### src/rtl/vedic_div_pkg.sv
// ============================================================================
// vedic_div_pkg : shared types and constants for the radix-4 Vedic divider
// Revision: 1.0
// ============================================================================
`default_nettype none

package vedic_div_pkg;

    localparam int N_DEF   = 8;
    localparam int M_DEF   = 4;
    localparam int DIGIT_W = 2;

    typedef enum logic [1:0] {
        IDLE = 2'd0,
        RUN  = 2'd1,
        DONE = 2'd2
    } state_t;

endpackage

`default_nettype wire

### src/rtl/vedic_div_radix4_seq_if.sv
// ============================================================================
// vedic_div_radix4_seq_if : request / result / digit-stream bundle of the divider
// Revision: 1.0
// ============================================================================
`default_nettype none

interface vedic_div_radix4_seq_if
    import vedic_div_pkg::*;
#(
    parameter int N = N_DEF,
    parameter int M = M_DEF
);
    logic               start;
    logic [N-1:0]       dividend;
    logic [M-1:0]       divisor;
    logic               busy;
    logic               done;
    logic [N-1:0]       quotient;
    logic [M-1:0]       remainder;
    logic               div_by_zero;
    logic [DIGIT_W-1:0] digit_out;
    logic               digit_valid;

    modport master (
        output start, dividend, divisor,
        input  busy, done, quotient, remainder, div_by_zero, digit_out, digit_valid
    );

    modport slave (
        input  start, dividend, divisor,
        output busy, done, quotient, remainder, div_by_zero, digit_out, digit_valid
    );
endinterface

`default_nettype wire

### src/rtl/radix4_digit_sel.sv
// ============================================================================
// radix4_digit_sel : picks the largest q in {0..3} with q*d <= t, returns t - q*d
// Revision: 1.0
// ============================================================================
`default_nettype none

module radix4_digit_sel
    import vedic_div_pkg::*;
#(
    parameter int M = M_DEF
) (
    input  logic [M+1:0]       t,
    input  logic [M-1:0]       d,
    output logic [DIGIT_W-1:0] q,
    output logic [M+1:0]       rem
);

    logic [M+1:0] w_d1;
    logic [M+1:0] w_d2;
    logic [M+1:0] w_d3;

    // 3d < 2^(M+2) for any M-bit d, so M+2 bits never overflow
    assign w_d1 = (M+2)'(d);
    assign w_d2 = w_d1 << 1;
    assign w_d3 = w_d2 + w_d1;

    always_comb begin
        q   = 2'd0;
        rem = t;
        if (t >= w_d3) begin
            q   = 2'd3;
            rem = t - w_d3;
        end else if (t >= w_d2) begin
            q   = 2'd2;
            rem = t - w_d2;
        end else if (t >= w_d1) begin
            q   = 2'd1;
            rem = t - w_d1;
        end
    end

endmodule

`default_nettype wire

### src/rtl/vedic_div_radix4_seq.sv
// ============================================================================
// vedic_div_radix4_seq : sequential unsigned divider, two quotient bits per clock
// Revision: 1.0
// ============================================================================
`default_nettype none

module vedic_div_radix4_seq
    import vedic_div_pkg::*;
#(
    parameter int N = N_DEF,
    parameter int M = M_DEF
) (
    input  wire logic                  clk,
    input  wire logic                  rst_n,
    vedic_div_radix4_seq_if.slave      bus
);

    localparam int              ITERS    = N / 2;
    localparam int              CNT_W    = $clog2(ITERS + 1);
    localparam logic [CNT_W-1:0] LAST_CNT = CNT_W'(ITERS - 1);

    state_t               r_state;
    logic [CNT_W-1:0]     r_cnt;
    logic [N-1:0]         r_dvd_sh;
    logic [M-1:0]         r_dsr;
    logic [M+1:0]         r_prem;
    logic [N-1:0]         r_quot;
    logic [M-1:0]         r_rem;
    logic                 r_busy;
    logic                 r_done;
    logic                 r_dbz;
    logic [DIGIT_W-1:0]   r_digit;
    logic                 r_dvalid;

    logic [M+1:0]         w_t;
    logic [M+1:0]         w_next_prem;
    logic [DIGIT_W-1:0]   w_q;

    // Previous remainder fits in M bits, so shifting left by two within M+2 loses nothing
    assign w_t = (r_prem << 2) | (M+2)'(r_dvd_sh[N-1 -: 2]);

    radix4_digit_sel #(.M(M)) u_sel (
        .t   (w_t),
        .d   (r_dsr),
        .q   (w_q),
        .rem (w_next_prem)
    );

    always_ff @(posedge clk or negedge rst_n) begin
        if (!rst_n) begin
            r_state  <= IDLE;
            r_cnt    <= '0;
            r_dvd_sh <= '0;
            r_dsr    <= '0;
            r_prem   <= '0;
            r_quot   <= '0;
            r_rem    <= '0;
            r_busy   <= 1'b0;
            r_done   <= 1'b0;
            r_dbz    <= 1'b0;
            r_digit  <= '0;
            r_dvalid <= 1'b0;
        end else begin
            r_done   <= 1'b0;
            r_dvalid <= 1'b0;
            case (r_state)
                IDLE, DONE: begin
                    if (bus.start) begin
                        r_dvd_sh <= bus.dividend;
                        r_dsr    <= bus.divisor;
                        r_prem   <= '0;
                        r_rem    <= '0;
                        r_cnt    <= '0;
                        if (bus.divisor == '0) begin
                            r_state <= DONE;
                            r_done  <= 1'b1;
                            r_dbz   <= 1'b1;
                            r_quot  <= '1;
                            r_busy  <= 1'b0;
                        end else begin
                            r_state <= RUN;
                            r_busy  <= 1'b1;
                            r_dbz   <= 1'b0;
                            r_quot  <= '0;
                        end
                    end else if (r_state == DONE) begin
                        r_state <= IDLE;
                    end
                end
                RUN: begin
                    r_prem   <= w_next_prem;
                    r_dvd_sh <= r_dvd_sh << 2;
                    r_quot   <= (r_quot << 2) | N'(w_q);
                    r_digit  <= w_q;
                    r_dvalid <= 1'b1;
                    r_cnt    <= r_cnt + CNT_W'(1);
                    if (r_cnt == LAST_CNT) begin
                        r_state <= DONE;
                        r_busy  <= 1'b0;
                        r_done  <= 1'b1;
                        r_rem   <= w_next_prem[M-1:0];
                    end
                end
                default: begin
                    r_state <= IDLE;
                    r_busy  <= 1'b0;
                end
            endcase
        end
    end

    assign bus.busy        = r_busy;
    assign bus.done        = r_done;
    assign bus.quotient    = r_quot;
    assign bus.remainder   = r_rem;
    assign bus.div_by_zero = r_dbz;
    assign bus.digit_out   = r_digit;
    assign bus.digit_valid = r_dvalid;

endmodule

`default_nettype wire

### src/flat_wrapper.sv
// flat-port wrapper written by rule: the top's interface ports become plain ports
module vedic_div_radix4_seq_flat import vedic_div_pkg::*;
#(
    parameter int N = N_DEF,
    parameter int M = M_DEF
)
  (clk, rst_n, bus_start, bus_dividend, bus_divisor, bus_busy, bus_done, bus_quotient, bus_remainder, bus_div_by_zero, bus_digit_out, bus_digit_valid);
  vedic_div_radix4_seq_if #(.N(N), .M(M)) bus_i ();
  input  wire logic clk;
  input  wire logic rst_n;
  input wire logic [$bits(bus_i.start)-1:0] bus_start;
  input wire logic [$bits(bus_i.dividend)-1:0] bus_dividend;
  input wire logic [$bits(bus_i.divisor)-1:0] bus_divisor;
  output wire logic [$bits(bus_i.busy)-1:0] bus_busy;
  output wire logic [$bits(bus_i.done)-1:0] bus_done;
  output wire logic [$bits(bus_i.quotient)-1:0] bus_quotient;
  output wire logic [$bits(bus_i.remainder)-1:0] bus_remainder;
  output wire logic [$bits(bus_i.div_by_zero)-1:0] bus_div_by_zero;
  output wire logic [$bits(bus_i.digit_out)-1:0] bus_digit_out;
  output wire logic [$bits(bus_i.digit_valid)-1:0] bus_digit_valid;
  assign bus_i.start = bus_start;
  assign bus_i.dividend = bus_dividend;
  assign bus_i.divisor = bus_divisor;
  assign bus_busy = bus_i.busy;
  assign bus_done = bus_i.done;
  assign bus_quotient = bus_i.quotient;
  assign bus_remainder = bus_i.remainder;
  assign bus_div_by_zero = bus_i.div_by_zero;
  assign bus_digit_out = bus_i.digit_out;
  assign bus_digit_valid = bus_i.digit_valid;
  vedic_div_radix4_seq #(.N(N), .M(M)) u_core (.clk(clk), .rst_n(rst_n), .bus(bus_i));
endmodule
### config.mk
export PLATFORM = sky130hd
export DESIGN_NAME = vedic_div_radix4_seq_flat
export DESIGN_NICKNAME = d
export VERILOG_FILES = /design/src/rtl/vedic_div_pkg.sv /design/src/rtl/vedic_div_radix4_seq_if.sv /design/src/rtl/radix4_digit_sel.sv /design/src/rtl/vedic_div_radix4_seq.sv /design/src/flat_wrapper.sv
export SDC_FILE = /design/constraint.sdc
export NUM_CORES = 1
export LEC_CHECK = 0
export BUFFER_PORTS_ARGS = -buffer_cell sky130_fd_sc_hd__buf_2
export CORE_MARGIN = 4
export CORE_UTILIZATION = 37
export DETAILED_ROUTE_END_ITERATION = 7
export PLACE_DENSITY = 0.66
export REMOVE_ABC_BUFFERS = 1
export SKIP_LAST_GASP = 1
export SYNTH_ARGS = -nofsm -noshare
export SYNTH_HDL_FRONTEND = slang
export SYNTH_SLANG_ARGS = --single-unit
### constraint.sdc
create_clock -name clk -period 2.9 [get_ports clk]
set_input_delay 0.435 -clock clk [delete_from_list [all_inputs] [get_ports clk]]
set_output_delay 0.435 -clock clk [all_outputs]
set_load 0.01 [all_outputs]
==> run metrics, run 1 <==
total track usage 13.6%; cts bufs inserted 5; final WL 4700 µm; Core Rows 27; vias in the first global route 1,694; top cell type by total area after synthesis dfrtp_1; CP max stage delay 0.54 ns; Clk pin slew, worst setup/hold paths 0.07 ns; routing usage on met1 17.3%; first-pass GRT wire length 7900 µm; I/O Buffers 32; DP HPWL 3640 µm; CTS tree yes; Core Area 0.00561 mm²; filler instances 590; met2 usage in global routing 23.6%; Antenna Violating Nets Remaining 0; drt drc 0; GR Util met3 3.30%; EDFF count, synth 0; vias 1,718; WL/cell 14.2 µm; chip height 84.9 µm; Die Span X 84.9 µm; Max Clk Rate 0.369 GHz; Crit Path Max Fanout 4; GPL Wtd Cong 0.909; GRT busiest layer met2; Post-synth top cells dfrtp_1, nand2_1, ha_1; post-synthesis sequential area ratio 44.6%; die area 0.00721 mm²; Max-Cap Viols 0; Critical Path RT 3.11 ns; H-Tree Depth 2; yosys synthesis warning count 0; drt pass-1 iters 4; design area 0.00258 mm²; Post-Place Cell Area 0.00245 mm²; DRT iter0 DRCs 74; Syn Inst Count 222; register bit total from synthesis 39; worst clock skew 0.00967 ns; Ports 33; vias per cell 5.19; later-pin clock latency in the skew report 0.28 ns; Starting Density 39.0%; largest net degree at the start of global routing 40; hold slack 0.240 ns; crit path max-delay cell type fa_1; n_diodes 0; critical path arrival 2.92 ns; Setup TNS 0 ns; synth unique cells 39; asr flop ratio synth 100%; layout cell share with drive strength beyond 1 21.2%; Final setup violation count 0; Max clock buf depth 2; minimum clock period 2.71 ns; initial antenna violation count 0; clock root cell clkbuf_8; Yosys top cell area share 44.6%; status completed; Hold Vio Cnt, Final 0; CTS sink cnt 39; Top cell by count, worst path ha_1; Worst Tran Pin Value 0.833 ns; total gr overflow 0; fin crit share 93.4%; nets@finish 296; critical path type reg2reg; area grow syn2layout 17.9%; Pins Over Slew Limit 0; crit path cell chain ha_1 -> fa_1 -> inv_1 -> ha_1 -> o21ai_1 -> o21ai_0 -> a21oi_2 -> a21boi_4 -> mux2_4 -> o21ai_2; Startpoint Class register; Avg Cell Area, Syn 9.85 µm²; Main synth FF type dfrtp_1; Synth area leaders dfrtp_1, ha_1, nand2_1; worst hold path class in2async; Cell Area, Synth 0.00219 mm²; Worst setup EP type register; RSZ-0062 raised after global routing false; Max transition margin 44.5%
[sequential cells by signal (all words and copies together) (netlist names)]
register and cells:
u_core.bus.quotient 8, u_core.r_dvd_sh 8, u_core.bus.remainder 4, u_core.r_dsr 4, u_core.r_prem 4, u_core.r_cnt 3
u_core.bus.digit_out 2, u_core.r_state 2, u_core.bus.busy 1, u_core.bus.digit_valid 1, u_core.bus.div_by_zero 1, u_core.bus.done 1
[cell usage in the layout (no fill, tap or decap), types with 2 or more instances in the layout]
cell / instances
a21oi_1: 8
a221o_1: 6
a22o_1: 3
a31oi_1: 6
buf_2: 32
buf_4: 6
clkbuf_8: 6
dfrtp_1: 39
fa_1: 4
ha_1: 19
inv_1: 14
mux2i_1: 2
nand2_1: 39
nand2b_1: 2
nand3_1: 7
nor2_1: 14
nor2b_1: 2
nor4_1: 2
o21ai_0: 15
o21ai_1: 2
o21ai_2: 2
o311ai_0: 2
o31ai_1: 2
xnor2_1: 4
xor2_1: 3
[repair_timing]
| action | in CTS | in global routing |
|---|---|---|
| setup endpoints to repair | 0 | 7 |
| gates resized for setup | 0 | 3 |
| hold buffers | 0 | 0 |
| buffers inserted | 0 | 0 |
[metrics by stage]
stage	utilization (%)	cells	setup slack, ns
after global placement	43.7	323	0.208
after floorplan	-	213	0.137
final	46.0	331	0.192
after global routing	46.0	331	0.0124
after detailed placement	43.7	323	0.151
after CTS	45.8	331	0.141
[critical path: cells and delay by family (launching register included)]
kind | cells | cell delay, ns
DFF | 1 | 0.42
muxes | 1 | 0.33
AOI/OAI and AO/OA | 5 | 0.73
adders and majority gates | 3 | 1.12
buffers and inverters | 1 | 0.04
[final cells by class]
type	instances	area (µm²)	area share (%)
Timing Repair Buffer	38	205	7.96
Clock inverter	2	35.0	1.36
Sequential cell	39	976	37.8
Inverter	14	52.6	2.04
Multi-Input combinational cell	160	1140	44.1
Clock buffer	6	82.6	3.20
Tap cell	72	90.1	3.49
[path summary, 6_finish.rpt]
check,end,cells past startpoint,slack [ns],from
hold / removal,u_core.r_prem[2],1,0.24,rst_n
hold reg to reg,u_core.r_cnt[2],2,0.48,u_core.r_cnt[2]
max in group asynchronous,u_core.r_dsr[3],1,2.12,rst_n
setup reg to reg,u_core.bus.remainder[0],10,0.19,u_core.r_dsr[0]
min in group clk,u_core.r_dvd_sh[0],2,0.37,bus_dividend[0]
setup / recovery,u_core.bus.remainder[0],10,0.19,u_core.r_dsr[0]
[cells by family (layout without fill, tap and decap cells)]
| kind of cell | after synthesis | after routing | synth area share [%] |
|---|---|---|---|
| AOI/OAI and AO/OA | 58 | 58 | 18.9 |
| xor gates and xnor gates | 7 | 7 | 2.80 |
| adders and majority gates | 23 | 23 | 14.5 |
| buffers and inverters | 23 | 60 | 3.95 |
| DFF | 39 | 39 | 44.6 |
| muxes | 3 | 3 | 1.60 |
| and+or+nand+nor | 69 | 69 | 13.6 |
[metal layers]
metal | vias to the layer above | wire length [µm]
met2 | 33 | 2290
met5 | - | 0
met1 | 832 | 2170
li1 | 848 | -
met3 | 5 | 213
met4 | 0 | 24
Power of run 1 is not shown: default switching activity piles up to over one toggle a cycle in this logic, so the estimate is an artifact.
==> run 2: changes to the inputs <==
--- a/config.mk
+++ b/config.mk
@@ -6,12 +6,12 @@
 export NUM_CORES = 1
 export LEC_CHECK = 0
 export BUFFER_PORTS_ARGS = -buffer_cell sky130_fd_sc_hd__buf_2
-export CORE_MARGIN = 4
 export CORE_UTILIZATION = 37
 export DETAILED_ROUTE_END_ITERATION = 7
-export PLACE_DENSITY = 0.66
+export PLACE_DENSITY = 0.65
 export REMOVE_ABC_BUFFERS = 1
 export SKIP_LAST_GASP = 1
 export SYNTH_ARGS = -nofsm -noshare
 export SYNTH_HDL_FRONTEND = slang
+export SYNTH_HIERARCHICAL = 1
 export SYNTH_SLANG_ARGS = --single-unit
==> run metrics, run 2 <==
status completed; Max-Cap Viols 0; RSZ-0062 raised after global routing true; die area 0.00645 mm²; drt drc 0; drt pass-1 iters 4; worst clock skew 0.0104 ns; Multi-input gate area 0.00123 mm²; Core Area 0.00592 mm²; crit path max-delay cell type dfrtp_1; Max clock buf depth 2; Cell Area, Synth 0.00227 mm²; Max Clk Rate 0.348 GHz; Ports 33; Starting Density 38.3%; minimum clock period 2.87 ns; initial antenna violation count 0; first-pass GRT wire length 8160 µm; Post-Place Cell Area 0.00253 mm²; H-Tree Depth 2; vias 1,862; Crit Path Max Fanout 7; Max transition margin 42.4%; Startpoint Class register; clock root cell clkbuf_8; commonest non-fill, non-tap cells in the layout nand2_1, dfrtp_1, buf_2; final WL 5050 µm; n_diodes 0; nets@finish 317; filler instances 558; CTS tree yes; DP HPWL 3620 µm; R2R Path Start u_core/r_dsr[1]; GPL Wtd Cong 0.900; area grow syn2layout 20.5%; CTS sink cnt 39; Pins Over Slew Limit 0; Antenna Violating Nets Remaining 0; Critical Path RT 3.11 ns; later-pin clock latency in the skew report 0.29 ns; fin crit share 99.0%; total gr overflow 0; Core Rows 28; critical path type reg2reg; Avg Cell Area, Syn 9.57 µm²; Worst Tran Pin Value 0.864 ns; Hold Vio Cnt, Final 0; total track usage 16.6%; DRT iter0 DRCs 123; Clk pin slew, worst setup/hold paths 0.07 ns; CP max stage delay 0.41 ns; Die Span X 80.3 µm; I/O Buffers 32; Syn Inst Count 237; crit path cell chain ha_2 -> inv_2 -> fa_2 -> xnor2_2 -> ha_1 -> nand3_1 -> nor2_1 -> o41ai_1 -> buf_4 -> a21boi_4 -> mux2i_2 -> inv_1 -> o21ai_1; vias in the first global route 1,726; Hold Buf Count CTS 0; Setup TNS 0 ns; layout cell share with drive strength beyond 1 26.4%; cts bufs inserted 5; WL/cell 14.2 µm; Worst setup EP type register; design area 0.00273 mm²; critical path arrival 3.08 ns; commonest non-fill, non-tap cell in the layout nand2_1; Crit. Startpoint u_core/r_dsr[1]; register area 977 µm²; vias per cell 5.25; Final setup violation count 0; chip height 80.3 µm; yosys synthesis warning count 6; largest net degree at the start of global routing 40; worst hold path class in2async
## run 2: critical path, delay by kind of cell (launching register included)
kind,cells,cell delay [ns]
AND/OR/NAND/NOR,2,0.14
multiplexers,1,0.25
XOR/XNOR,1,0.15
adder cells (fa/ha/maj),3,0.89
flip-flops,1,0.41
buffers and inverters,3,0.31
AO/OA/AOI/OAI,3,0.66
## run 2: stage by stage
step                      hold WS, ns  std cells  util (%)  setup WS, ns
after floorplan                 0.139        228         -        -0.181
after global placement          0.460        342      42.8        0.0614
after detailed placement        0.468        342      42.8       0.00343
after CTS                       0.277        350      44.8        0.0432
after global routing            0.315        355      46.2       -0.0482
final                           0.252        355      46.2        0.0303
## run 2: worst paths after layout
kind / end / slack (ns) / cells past startpoint
max: u_core/bus.remainder[0] / 0.03 / 13
min: u_core/bus.digit_valid / 0.25 / 1
max reg2reg: u_core/bus.remainder[0] / 0.03 / 13
min reg2reg: u_core/bus.digit_out[0] / 0.49 / 2
max in group asynchronous: u_core/r_dsr[2] / 2.04 / 1
min in group clk: u_core/r_dsr[2] / 0.36 / 3
## run 2: routing by layer
layer | up-vias | wire, µm | GRT usage [%]
li1 | 917 | - | -
met1 | 891 | 2410 | 23.3
met2 | 49 | 2390 | 26.1
met3 | 5 | 212 | 3.75
met4 | 0 | 36 | 3.93
met5 | - | 0 | 0
## run 2: timing repair
| item | in CTS | in global routing |
|---|---|---|
| gates resized for setup | 1 | 12 |
| buffers inserted | 0 | 5 |
| endpoints found under the setup margin | 2 | 7 |
| pin swaps | 0 | 12 |
| hold endpoints to repair | 0 | 0 |
## run 2: final cells by class
| cell class | count | share of cell area, % |
|---|---|---|
| sequential | 39 | 35.8 |
| clock buffer | 5 | 2.52 |
| multi-input combinational | 171 | 44.9 |
| tap | 75 | 3.43 |
| timing repair buffer | 44 | 9.29 |
| clock inverter | 3 | 1.60 |
| inverter | 18 | 2.47 |
Power of run 2 is left out for the same reason.
